===== src/rtl/adc_capture_ctrl.sv =====
// ADC sample capture controller: writes decimated samples into a DPRAM window,
// either once (one-shot) or as a ring that stops a programmable count after a trigger.
module adc_capture_ctrl #(
  parameter int                 DATA_W    = 32,
  parameter int                 ADDR_W    = 13,
  parameter logic [ADDR_W-1:0]  BASE_ADDR = 13'h400,
  parameter int                 DEPTH     = 4096,
  parameter int                 DECIM_W   = 8
) (
  input  logic              sys_clk,
  input  logic              sys_rst,
  input  logic [DATA_W-1:0] adc_sample_in,
  input  logic              adc_valid_i,
  input  logic              csr_start_i,
  input  logic              csr_mode_i,
  input  logic [DECIM_W-1:0] csr_decim_i,
  input  logic [ADDR_W:0]   csr_posttrig_i,
  input  logic              trig_i,
  output logic              csr_busy_o,
  output logic              csr_done_o,
  output logic              csr_wrap_o,
  output logic [ADDR_W-1:0] csr_trig_addr_o,
  output logic              adc_we_o,
  output logic [DATA_W-1:0] adc_data_o,
  output logic [ADDR_W-1:0] adc_addr_o
);

  localparam logic [ADDR_W-1:0] LAST_ADDR = BASE_ADDR + ADDR_W'(DEPTH - 1);
  localparam logic [ADDR_W:0]   DEPTH_CNT = (ADDR_W + 1)'(DEPTH);

  typedef enum logic [2:0] {S_IDLE, S_RUN, S_ARM, S_POST, S_DONE} state_t;

  state_t              state, state_nx;
  logic [DECIM_W-1:0]  decim_q, decim_cnt;
  logic [ADDR_W:0]     post_q, post_cnt, post_next;
  logic [ADDR_W-1:0]   ptr, ptr_inc, trig_addr_q, addr_q;
  logic [DATA_W-1:0]   data_q;
  logic                done_q, wrap_q, we_q;
  logic                busy, hit, wr, trig_now, start_cap;

  assign busy      = (state == S_RUN) || (state == S_ARM) || (state == S_POST);
  assign hit       = adc_valid_i && (decim_cnt == decim_q);
  assign post_next = post_cnt + (ADDR_W + 1)'(1);
  assign ptr_inc   = (ptr == LAST_ADDR) ? BASE_ADDR : ptr + ADDR_W'(1);
  assign start_cap = (state == S_IDLE) && csr_start_i;

  // NOTE: every output of this block gets a default first, so no path leaves one unassigned and no latch is inferred.
  always_comb begin
    state_nx = state;
    wr       = 1'b0;
    trig_now = 1'b0;
    unique case (state)
      S_IDLE: if (csr_start_i) state_nx = csr_mode_i ? S_ARM : S_RUN;
      S_RUN: begin
        if (!csr_start_i) state_nx = S_IDLE;
        else if (hit) begin
          wr = 1'b1;
          if (ptr == LAST_ADDR) state_nx = S_DONE;
        end
      end
      S_ARM: begin
        if (!csr_start_i) state_nx = S_IDLE;
        else if (trig_i) begin
          trig_now = 1'b1;
          if (post_q == '0) state_nx = S_DONE;
          else begin
            wr       = hit;
            state_nx = (hit && post_q == (ADDR_W + 1)'(1)) ? S_DONE : S_POST;
          end
        end else wr = hit;
      end
      S_POST: begin
        if (!csr_start_i) state_nx = S_IDLE;
        else if (hit) begin
          wr = 1'b1;
          if (post_next == post_q) state_nx = S_DONE;
        end
      end
      S_DONE: if (!csr_start_i) state_nx = S_IDLE;
      default: state_nx = S_IDLE;
    endcase
  end

  // NOTE: sequential state uses non-blocking assignments only, so every register samples pre-edge values.
  always_ff @(posedge sys_clk or posedge sys_rst) begin
    if (sys_rst) begin
      state       <= S_IDLE;
      decim_q     <= '0;
      decim_cnt   <= '0;
      post_q      <= '0;
      post_cnt    <= '0;
      ptr         <= BASE_ADDR;
      trig_addr_q <= BASE_ADDR;
      addr_q      <= BASE_ADDR;
      data_q      <= '0;
      done_q      <= 1'b0;
      wrap_q      <= 1'b0;
      we_q        <= 1'b0;
    end else begin
      state <= state_nx;
      we_q  <= wr;
      if (wr) begin
        data_q <= adc_sample_in;
        addr_q <= ptr;
        ptr    <= ptr_inc;
      end
      if (start_cap) begin
        decim_q     <= csr_decim_i;
        post_q      <= (csr_posttrig_i > DEPTH_CNT) ? DEPTH_CNT : csr_posttrig_i;
        decim_cnt   <= '0;
        post_cnt    <= '0;
        ptr         <= BASE_ADDR;
        trig_addr_q <= BASE_ADDR;
        done_q      <= 1'b0;
        wrap_q      <= 1'b0;
      end else if (busy && adc_valid_i) begin
        decim_cnt <= hit ? '0 : decim_cnt + DECIM_W'(1);
      end
      // The trigger-cycle sample, if accepted, is the first post-trigger write.
      if (trig_now) begin
        trig_addr_q <= ptr;
        post_cnt    <= wr ? (ADDR_W + 1)'(1) : '0;
      end else if (state == S_POST && wr) begin
        post_cnt <= post_next;
      end
      if (state == S_ARM && wr && ptr == LAST_ADDR) wrap_q <= 1'b1;
      if (state != S_DONE && state_nx == S_DONE) done_q <= 1'b1;
    end
  end

  assign csr_busy_o      = busy;
  assign csr_done_o      = done_q;
  assign csr_wrap_o      = wrap_q;
  assign csr_trig_addr_o = trig_addr_q;
  assign adc_we_o        = we_q;
  assign adc_data_o      = data_q;
  assign adc_addr_o      = addr_q;

endmodule


===== config.mk =====
export PLATFORM = sky130hd
export DESIGN_NAME = adc_capture_ctrl
export DESIGN_NICKNAME = d
export VERILOG_FILES = /design/src/rtl/adc_capture_ctrl.sv
export SDC_FILE = /design/constraint.sdc
export NUM_CORES = 1
export LEC_CHECK = 0
export BUFFER_PORTS_ARGS = -buffer_cell sky130_fd_sc_hd__buf_2
export CORE_UTILIZATION = 38
export DETAILED_ROUTE_END_ITERATION = 12
export PLACE_DENSITY_LB_ADDON = 0.15
export SLEW_MARGIN = 0
export SYNTH_ARGS = -nofsm -noshare
export SYNTH_HDL_FRONTEND = slang
export SYNTH_SLANG_ARGS = --single-unit

===== constraint.sdc =====
create_clock -name sys_clk -period 14.2 [get_ports sys_clk]
set_clock_uncertainty 0.05 [all_clocks]
set_input_delay 4.26 -clock sys_clk [delete_from_list [all_inputs] [get_ports sys_clk]]
set_output_delay 4.26 -clock sys_clk [all_outputs]
set_load 0.01 [all_outputs]

==> results of run 1 <==
worst max-delay path, delay by kind of cell:
family	cells	cell delay, ns
AND/OR/NAND/NOR	3	1.63
buffers and inverters	1	0.17
AO/OA/AOI/OAI	2	0.30
per-stage QoR:
stage                     hold slack [ns]  instances
after floorplan                     0.415        656
after global placement              0.394        931
after detailed placement            0.400        931
after CTS                           0.412        963
after global routing                0.424        963
final                               0.407        963
sequential cells by signal (all words and copies together) (netlist names):
register,flops
adc_data_o,32
post_cnt,14
post_q,14
adc_addr_o,13
csr_trig_addr_o,13
ptr,13
decim_cnt,8
decim_q,8
state,3
adc_we_o,1
csr_done_o,1
csr_wrap_o,1
layout by cell type, fill, tap and decap left out, types with 3 or more instances in the layout:
cell                        synthesis  final
sky130_fd_sc_hd__a21o_1             3      3
sky130_fd_sc_hd__nand2_1          215    215
sky130_fd_sc_hd__nor2b_1            4      4
sky130_fd_sc_hd__xor2_1            15     15
sky130_fd_sc_hd__nor3_1             9      9
sky130_fd_sc_hd__bufinv_16          0      4
sky130_fd_sc_hd__mux2i_1            5      5
sky130_fd_sc_hd__ha_1               3      3
sky130_fd_sc_hd__clkinv_2           0      4
sky130_fd_sc_hd__inv_1              5      4
sky130_fd_sc_hd__dfstp_2            3      3
sky130_fd_sc_hd__o31ai_1            8      8
sky130_fd_sc_hd__and3_1            11     10
sky130_fd_sc_hd__o21ai_1           28     28
sky130_fd_sc_hd__and4_1             5      5
sky130_fd_sc_hd__and2_1             4      4
sky130_fd_sc_hd__nand3_1           20     20
sky130_fd_sc_hd__nand2b_1           3      3
sky130_fd_sc_hd__nand4_1            9      9
sky130_fd_sc_hd__dfrtp_1          118    118
sky130_fd_sc_hd__a31oi_1            3      3
sky130_fd_sc_hd__xnor2_1           12     12
sky130_fd_sc_hd__a22o_1            20     20
sky130_fd_sc_hd__o21ai_0           29     29
sky130_fd_sc_hd__nor2_1            23     23
sky130_fd_sc_hd__o211ai_1           3      3
sky130_fd_sc_hd__clkbuf_16          0     17
sky130_fd_sc_hd__a21oi_1           12     12
sky130_fd_sc_hd__nor4_1            11     11
sky130_fd_sc_hd__buf_2             16    121
cells by family after synthesis:
family	after synthesis	share of synthesized area, %
and+or+nand+nor	333	26.1
adders and majority gates	3	0.637
AOI/OAI and AO/OA	125	13.8
buffers and inverters	41	2.95
xor gates and xnor gates	27	4.01
muxes	6	1.04
DFF	121	51.4
final cells by class:
cell class	count	area (um2)
well taps	188	235
inverters	5	21.3
fillers	1448	7920
multi-input cells	494	2700
clock inverters	12	173
clock buffers	20	447
repair buffers	123	621
flip-flops and latches	121	3030
layer usage:
metal  global-route usage (%)  vias to the layer above
li1                         -                     2478
met1                     26.3                     2449
met2                     30.9                      142
met3                     4.30                       16
met4                     7.44                        0
met5                        0                        -
worst max-delay path by stage:
| stage | endpoint |
|---|---|
| after floorplan | adc_addr_o[0] |
| after global placement | post_cnt[11] |
| after detailed placement | post_cnt[8] |
| after CTS | post_cnt[11] |
| after global routing | post_cnt[5] |
| final | post_cnt[6] |
where the power goes:
part / internal [mW] / switching [mW]
combinational: 0.0579 / 0.0896
clock: 0.298 / 0.155
sequential: 0.383 / 0.0257
total: 0.738 / 0.271
==> impl_metrics.env, run 1 <==
export IMPL_syn_cell_area_um2=5890
export IMPL_fin_setup_tns_ns=0
export IMPL_final_min_period_over_clock_period_pct=43.3
export IMPL_hp_start="adc_data_o[5]"
export IMPL_clock_period_minus_worst_slack_ns=6.15
export IMPL_design_core_area_um2=15100
export IMPL_setup_viol=0
export IMPL_design_area_um2=7220
export IMPL_postCtsSetupRepairBufs=0
export IMPL_synthesis_nets=719
export IMPL_cts_clk_slew_worst_paths_ns=0.06
export IMPL_worstReg2RegEnd="ptr[8]"
export IMPL_routabilityCongestion=0.811
export IMPL_sequential_area_share_after_synthesis_pct=51.4
export IMPL_clkSinkCount=121
export IMPL_place_detailed_hpwl_um=10100
export IMPL_synthesis_yosys_warnings=0
export IMPL_timing_worst_setup_path_type="in -> reg"
export IMPL_cts_resizes=0
export IMPL_timing_critical_path_cells="buf_2, and3_1, nand4_1, and2_1, o21ai_1, o31ai_1"
export IMPL_wl_met2_um=7070
export IMPL_fin_util_pct=47.7
export IMPL_tritoncts="done"
export IMPL_worst_r2r_setup_slack_ns=11.10
export IMPL_synth_top_area_share_pct=50.1
export IMPL_pin_count_of_the_biggest_net_entering_global_routing=70
export IMPL_synth_enable_flop_cells=0
export IMPL_grt_pass1_vias=4884
export IMPL_tritoncts_num_buffers=17
export IMPL_layout_area_overhead_vs_synth_pct=22.5
export IMPL_avgRoutedWirePerCell_um=15.4
export IMPL_report_final_hold_viol_count=0
export IMPL_most_used_flip_flop_cell_after_synthesis="sky130_fd_sc_hd__dfrtp_1"
export IMPL_yosys_top_cells_area="sky130_fd_sc_hd__dfrtp_1 50%, sky130_fd_sc_hd__nand2_1 14%, sky130_fd_sc_hd__a22o_1 3.0%, sky130_fd_sc_hd__o21ai_0 2.5%, sky130_fd_sc_hd__o21ai_1 2.4%"
export IMPL_detail_route_antenna_nets=0
export IMPL_cp_max_fo=21
export IMPL_final_net_count=825
export IMPL_height_of_the_chip_um=127
export IMPL_number_of_max_cap_violations=0
export IMPL_rsz0062_at_grt="false"
export IMPL_fin_total_pwr_mw=1.01
export IMPL_critPathArrivalTime_ns=6.35
export IMPL_final_layout_size_suffix_gt1_share_pct=22.3
export IMPL_cts_root_buffer_cell="sky130_fd_sc_hd__clkbuf_16"
export IMPL_vias_per_cell=5.28
export IMPL_wl_um=14800
export IMPL_synth_top_area_cell="sky130_fd_sc_hd__dfrtp_1"
export IMPL_drc_errors=0
export IMPL_worstPathRequired_ns=14.41
export IMPL_postPlaceCellArea_um2=6600
export IMPL_power_leakage_nw=3.68
export IMPL_numPortBuffers=121
export IMPL_grt_ovfl_total=0
export IMPL_worst_r2r_cell_count=6
export IMPL_netlist_instances=656
export IMPL_met3_wirelength_um=716
export IMPL_routedLengthMet1_um=6820
export IMPL_outcome="completed"
export IMPL_hold_path_cell_count=2
export IMPL_worst_setup_path_end_kind="flip-flop"
export IMPL_final_setup_worst_slack_ns=8.05
export IMPL_drt_iter0_drc=244
export IMPL_crit_path_max_incr_delay_ns=0.71
export IMPL_setup_worst_path_start="csr_start_i"
export IMPL_syn_avg_cell_area_um2=8.99
export IMPL_antenna_violations_before_repair=0
export IMPL_ctsHtreeMaxLevel=4
export IMPL_boundary_pin_count=122
export IMPL_dr_pass1_iters=4
export IMPL_power_per_cell_area_nw_per_um2=140
export IMPL_synth_async_reset_ratio_pct=100
export IMPL_clockBufferDepth=2
export IMPL_max_freq_mhz=163
export IMPL_maxSlewHeadroom_pct=35.5
export IMPL_slew_viol_final=0
export IMPL_row_count=45
export IMPL_startpoint_type="input pin"
export IMPL_whs_endpoint="adc_data_o[5]"
export IMPL_antenna_cells=0
export IMPL_grt_pass1_wl_um=24600
export IMPL_timing_critical_path_slowest_stage_cell="sky130_fd_sc_hd__nand4_1"
export IMPL_hold_class="reg -> reg"
export IMPL_worst_ir_drop_vdd_mv=0.0961
export IMPL_start_util_pct=38.9
export IMPL_postCtsHoldBufs=0
export IMPL_most_frequent_cells_after_synthesis="215 x sky130_fd_sc_hd__nand2_1, 118 x sky130_fd_sc_hd__dfrtp_1, 29 x sky130_fd_sc_hd__o21ai_0"
export IMPL_worst_slew_pin_slew_ns=0.968
export IMPL_post_synthesis_cell_type_count=59
export IMPL_ys_seq_elements=121
export IMPL_synth_most_common_cell="sky130_fd_sc_hd__nand2_1"
export IMPL_placement_setup_worst_slack_ns=7.71
export IMPL_crit_reg2reg_launch="post_q[9]"
export IMPL_clk_latency_ns=0.41
export IMPL_routed_via_count=5085
export IMPL_floorplan_die_area_um2=16000
export IMPL_top_signal_layer_used="met4"
export IMPL_groute_usage_overall_pct=19.5
export IMPL_die_width_um=127
(Power assumes the default switching activity.)
==> run 2: changes to the inputs <==
clock period = 5.1 ns   (was 14.2 ns; I/O delays follow)
==> run 2 against run 1 <==
Via count is 0.39% lower. Largest cell class unchanged. Critical endpoint is now csr_busy_o. Routed wire length is 1.1% lower. Non-clock buffer count is 2 higher.
==> impl_metrics.env, run 2 (synthesized netlist as in run 1, its figures left out) <==
export IMPL_worst_slew_pin_slew_ns=0.992
export IMPL_boundary_pin_count=122
export IMPL_ctsHtreeMaxLevel=4
export IMPL_height_of_the_chip_um=127
export IMPL_fin_total_pwr_mw=2.79
export IMPL_final_min_period_over_clock_period_pct=64.5
export IMPL_grt_pass1_wl_um=24900
export IMPL_cts_clk_slew_worst_paths_ns=0.06
export IMPL_seqPwrFrac_pct=40.8
export IMPL_max_freq_mhz=304
export IMPL_layout_common_cells="215 x sky130_fd_sc_hd__nand2_1, 121 x sky130_fd_sc_hd__buf_2, 118 x sky130_fd_sc_hd__dfrtp_1"
export IMPL_outcome="completed"
export IMPL_routabilityCongestion=0.789
export IMPL_number_of_max_cap_violations=0
export IMPL_share_clk_of_total_power_pct=44.5
export IMPL_routed_via_count=5065
export IMPL_hold_class="reg -> reg"
export IMPL_power_switching_share_pct=27.8
export IMPL_vias_per_cell=5.25
export IMPL_power_per_cell_area_nw_per_um2=385
export IMPL_fin_setup_tns_ns=0
export IMPL_layout_area_overhead_vs_synth_pct=22.9
export IMPL_switchingPower_mw=0.777
export IMPL_clock_period_minus_worst_slack_ns=3.29
export IMPL_timing_worst_setup_path_type="reg -> out"
export IMPL_clk_latency_ns=0.42
export IMPL_design_core_area_um2=15100
export IMPL_power_leakage_nw=3.68
export IMPL_rsz0062_at_grt="false"
export IMPL_startpoint_type="flip-flop"
export IMPL_cp_max_fo=8
export IMPL_pin_count_of_the_biggest_net_entering_global_routing=76
export IMPL_clockBufferDepth=2
export IMPL_groute_usage_overall_pct=19.5
export IMPL_antenna_violations_before_repair=0
export IMPL_slew_viol_final=0
export IMPL_maxSlewHeadroom_pct=33.8
export IMPL_worst_setup_path_end_kind="primary output"
export IMPL_tritoncts_num_buffers=17
export IMPL_postCtsHoldBufs=0
export IMPL_row_count=45
export IMPL_critPathArrivalTime_ns=1.71
export IMPL_largest_register_ff_count=32
export IMPL_numPortBuffers=121
export IMPL_start_util_pct=38.9
export IMPL_clkSinkCount=121
export IMPL_dr_pass1_iters=4
export IMPL_drt_iter0_drc=236
export IMPL_die_width_um=127
export IMPL_report_final_hold_viol_count=0
export IMPL_antenna_cells=0
export IMPL_final_layout_size_suffix_gt1_share_pct=22.7
export IMPL_worst_ir_drop_vdd_mv=0.219
export IMPL_grt_pass1_vias=4965
export IMPL_final_net_count=827
export IMPL_fillers=1472
export IMPL_floorplan_die_area_um2=16000
export IMPL_worstPathRequired_ns=3.52
export IMPL_place_detailed_hpwl_um=10100
export IMPL_grt_ovfl_total=0
export IMPL_tritoncts="done"
export IMPL_p_int_mw=2.01
export IMPL_setup_viol=0
export IMPL_layout_cells_most_common="sky130_fd_sc_hd__nand2_1"
export IMPL_detail_route_antenna_nets=0
export IMPL_combinationalPowerShare_pct=14.7
export IMPL_wl_um=14600
export IMPL_cts_resizes=0
export IMPL_drc_errors=0
export IMPL_avgRoutedWirePerCell_um=15.2
export IMPL_cts_root_buffer_cell="sky130_fd_sc_hd__clkbuf_16"
export IMPL_postCtsSetupRepairBufs=0
[run 2: routing by layer]
layer	GRT usage [%]	wire length, um	vias up
met5	0	0	-
met4	6.45	141	0
met3	4.72	749	11
met2	31.5	6960	115
met1	25.8	6790	2448
li1	-	-	2491
[run 2: worst paths after layout]
path | start | depth (start not counted) | end | slack (ns)
setup / recovery | state[1] | 3 | csr_busy_o | 1.81
hold / removal | adc_data_o[31] | 2 | adc_data_o[31] | 0.41
setup reg to reg | post_q[7] | 6 | ptr[8] | 2.10
hold reg to reg | adc_data_o[31] | 2 | adc_data_o[31] | 0.41
max in group asynchronous | sys_rst | 3 | csr_trig_addr_o[10] | 2.87
min in group asynchronous | sys_rst | 2 | adc_data_o[29] | 1.29
[run 2: critical path, stage by stage, from the launching register on]
cell                      delay [ns]
sky130_fd_sc_hd__dfrtp_1        0.46
sky130_fd_sc_hd__nor2_1         0.12
sky130_fd_sc_hd__nor2_1         0.48
sky130_fd_sc_hd__buf_2          0.24
[run 2: area by class of cell]
| type | count | area (um2) | share of cell area [%] |
|---|---|---|---|
| sequential | 121 | 3030 | 41.9 |
| multi-input combinational | 494 | 2700 | 37.2 |
| timing repair buffer | 125 | 648 | 8.95 |
| clock buffer | 19 | 443 | 6.12 |
| tap | 188 | 235 | 3.25 |
| clock inverter | 13 | 169 | 2.33 |
| inverter | 5 | 21.3 | 0.294 |
[run 2: power by group through the flow]
stage | logic, mW | clock network, mW | registers [mW]
after CTS | 0.414 | 1.26 | 1.14
after detailed placement | 0.413 | 0 | 1.16
after global placement | 0.407 | 0 | 1.15
after floorplan | 0.231 | 0 | 1.17
final | 0.410 | 1.24 | 1.14
after global routing | 0.463 | 1.31 | 1.15
[run 2: through the flow]
step | instance area [um2] | cells | utilization (%) | hold WS, ns | setup WS (ns)
floorplan | 5890 | 656 | - | 0.415 | 0.311
global placement | 6630 | 933 | 43.8 | 0.394 | 1.57
detailed placement | 6630 | 933 | 43.8 | 0.400 | 1.50
finish | 7240 | 965 | 47.8 | 0.406 | 1.81
CTS | 7240 | 965 | 47.8 | 0.413 | 1.79
global route | 7240 | 965 | 47.8 | 0.433 | 1.70
==> run 3: changes to the inputs <==
clock period = 2.7 ns   (was 5.1 ns; I/O delays follow)
==> run 3 against run 2 <==
Clock power rose by 110%. Register-to-register slack got worse by 1.9 ns. First-iteration DRC count rose by 16%. Via count rose by 0.91%. Hold slack improved by 0.0012 ns. Die area did not move. Sequential share of layout area fell by 1.3 points. Global-route usage fell by 0.10 points. Critical path type unchanged.
==> impl_metrics.env, run 3 (synthesized netlist as in run 1, its figures left out) <==
export IMPL_avgRoutedWirePerCell_um=14.9
export IMPL_die_width_um=127
export IMPL_grt_ovfl_total=0
export IMPL_postCtsHoldBufs=0
export IMPL_share_clk_of_total_power_pct=47.0
export IMPL_boundary_pin_count=122
export IMPL_height_of_the_chip_um=127
export IMPL_layout_common_cells="215 x sky130_fd_sc_hd__nand2_1, 121 x sky130_fd_sc_hd__buf_2, 117 x sky130_fd_sc_hd__dfrtp_1"
export IMPL_rsz0062_at_grt="false"
export IMPL_seqPwrFrac_pct=38.5
export IMPL_final_min_period_over_clock_period_pct=93.9
export IMPL_vias_per_cell=5.21
export IMPL_worst_setup_path_end_kind="primary output"
export IMPL_ctsHtreeMaxLevel=4
export IMPL_cts_root_buffer_cell="sky130_fd_sc_hd__clkbuf_16"
export IMPL_design_core_area_um2=15100
export IMPL_pin_count_of_the_biggest_net_entering_global_routing=44
export IMPL_clock_period_minus_worst_slack_ns=2.54
export IMPL_combinationalPowerShare_pct=14.5
export IMPL_detail_route_antenna_nets=0
export IMPL_drt_iter0_drc=274
export IMPL_maxSlewHeadroom_pct=57.0
export IMPL_slew_viol_final=0
export IMPL_numPortBuffers=121
export IMPL_clkSinkCount=121
export IMPL_fin_util_pct=49.3
export IMPL_startpoint_type="flip-flop"
export IMPL_number_of_max_cap_violations=0
export IMPL_critPathArrivalTime_ns=1.68
export IMPL_report_final_hold_viol_count=0
export IMPL_worst_slew_pin_slew_ns=0.643
export IMPL_hold_class="reg -> reg"
export IMPL_fin_setup_tns_ns=0
export IMPL_grt_pass1_wl_um=24500
export IMPL_placement_setup_worst_slack_ns=0.127
export IMPL_tritoncts="done"
export IMPL_tritoncts_num_buffers=17
export IMPL_switchingPower_mw=1.44
export IMPL_final_setup_worst_slack_ns=0.164
export IMPL_power_switching_share_pct=25.7
export IMPL_max_freq_mhz=394
export IMPL_layout_area_overhead_vs_synth_pct=26.8
export IMPL_routabilityCongestion=0.837
export IMPL_postPlaceCellArea_um2=6790
export IMPL_final_layout_size_suffix_gt1_share_pct=24.2
export IMPL_drc_errors=0
export IMPL_design_area_um2=7470
export IMPL_wl_um=14600
export IMPL_groute_usage_overall_pct=19.4
export IMPL_grt_pass1_vias=4813
export IMPL_cp_max_fo=8
export IMPL_power_per_cell_area_nw_per_um2=748
export IMPL_dr_pass1_iters=7
export IMPL_power_leakage_nw=3.80
export IMPL_largest_register_ff_count=32
export IMPL_row_count=45
export IMPL_antenna_cells=0
export IMPL_postCtsSetupRepairBufs=0
export IMPL_timing_worst_setup_path_type="reg -> out"
export IMPL_worstPathRequired_ns=1.84
export IMPL_setup_viol=0
export IMPL_worst_ir_drop_vdd_mv=0.450
export IMPL_final_net_count=843
export IMPL_floorplan_die_area_um2=16000
export IMPL_clockBufferDepth=2
export IMPL_layout_cells_most_common="sky130_fd_sc_hd__nand2_1"
export IMPL_place_detailed_hpwl_um=10400
export IMPL_start_util_pct=38.9
export IMPL_clk_latency_ns=0.42
export IMPL_outcome="completed"
export IMPL_cts_clk_slew_worst_paths_ns=0.06
export IMPL_antenna_violations_before_repair=1
export IMPL_p_int_mw=4.15
export IMPL_routed_via_count=5111
## run 3: final cells by class
cell class | instances | area, um2
sequential | 121 | 3030
fill | 1447 | 7670
clock inverter | 11 | 216
clock buffer | 21 | 470
timing repair buffer | 141 | 806
multi-input combinational | 494 | 2690
tap | 188 | 235
inverter | 5 | 22.5
## run 3: layer usage
layer / share of wire (%) / vias to the layer above / global-route usage (%)
met3: 4.6 / 22 / 4.39
met2: 46 / 121 / 29.5
met1: 48 / 2456 / 26.8
met4: 1.7 / 2 / 7.94
li1: - / 2510 / -
met5: 0.089 / - / 0
## run 3: metrics by stage
stage	hold WS (ns)	total power, mW	std cells
2_1_floorplan	0.415	2.65	656
4_1_cts	0.414	5.65	981
3_3_place_gp	0.394	2.98	949
6_report	0.407	5.59	981
3_5_place_dp	0.401	3.00	949
5_1_grt	0.432	5.85	981
## run 3: path summary, 6_finish.rpt
path / start / end / slack (ns) / cells past startpoint
max: state[1] / csr_busy_o / 0.16 / 3
min: adc_data_o[1] / adc_data_o[1] / 0.41 / 2
max reg2reg: post_cnt[0] / state[0] / 0.17 / 7
min reg2reg: adc_data_o[1] / adc_data_o[1] / 0.41 / 2
max in group asynchronous: sys_rst / ptr[10] / 1.51 / 3
min in group asynchronous: sys_rst / adc_data_o[29] / 0.43 / 2
## run 3: critical path, cell delays in order (launching register included)
cell                      delay [ns]
sky130_fd_sc_hd__dfrtp_1        0.47
sky130_fd_sc_hd__nor2_1         0.14
sky130_fd_sc_hd__nor2_1         0.42
sky130_fd_sc_hd__buf_2          0.22
## run 3: power by group through the flow
stage | Combinational [mW] | Clock (mW) | Sequential (mW)
after floorplan | 0.437 | 0 | 2.22
after detailed placement | 0.818 | 0 | 2.18
after global placement | 0.802 | 0 | 2.17
after CTS | 0.823 | 2.68 | 2.15
after global routing | 0.914 | 2.75 | 2.18
final | 0.812 | 2.63 | 2.15
## run 3: timing repair
action,4_1_cts,5_1_grt
endpoints found under the hold margin,0,0
endpoints found under the setup margin,0,2
gates resized for setup,0,1
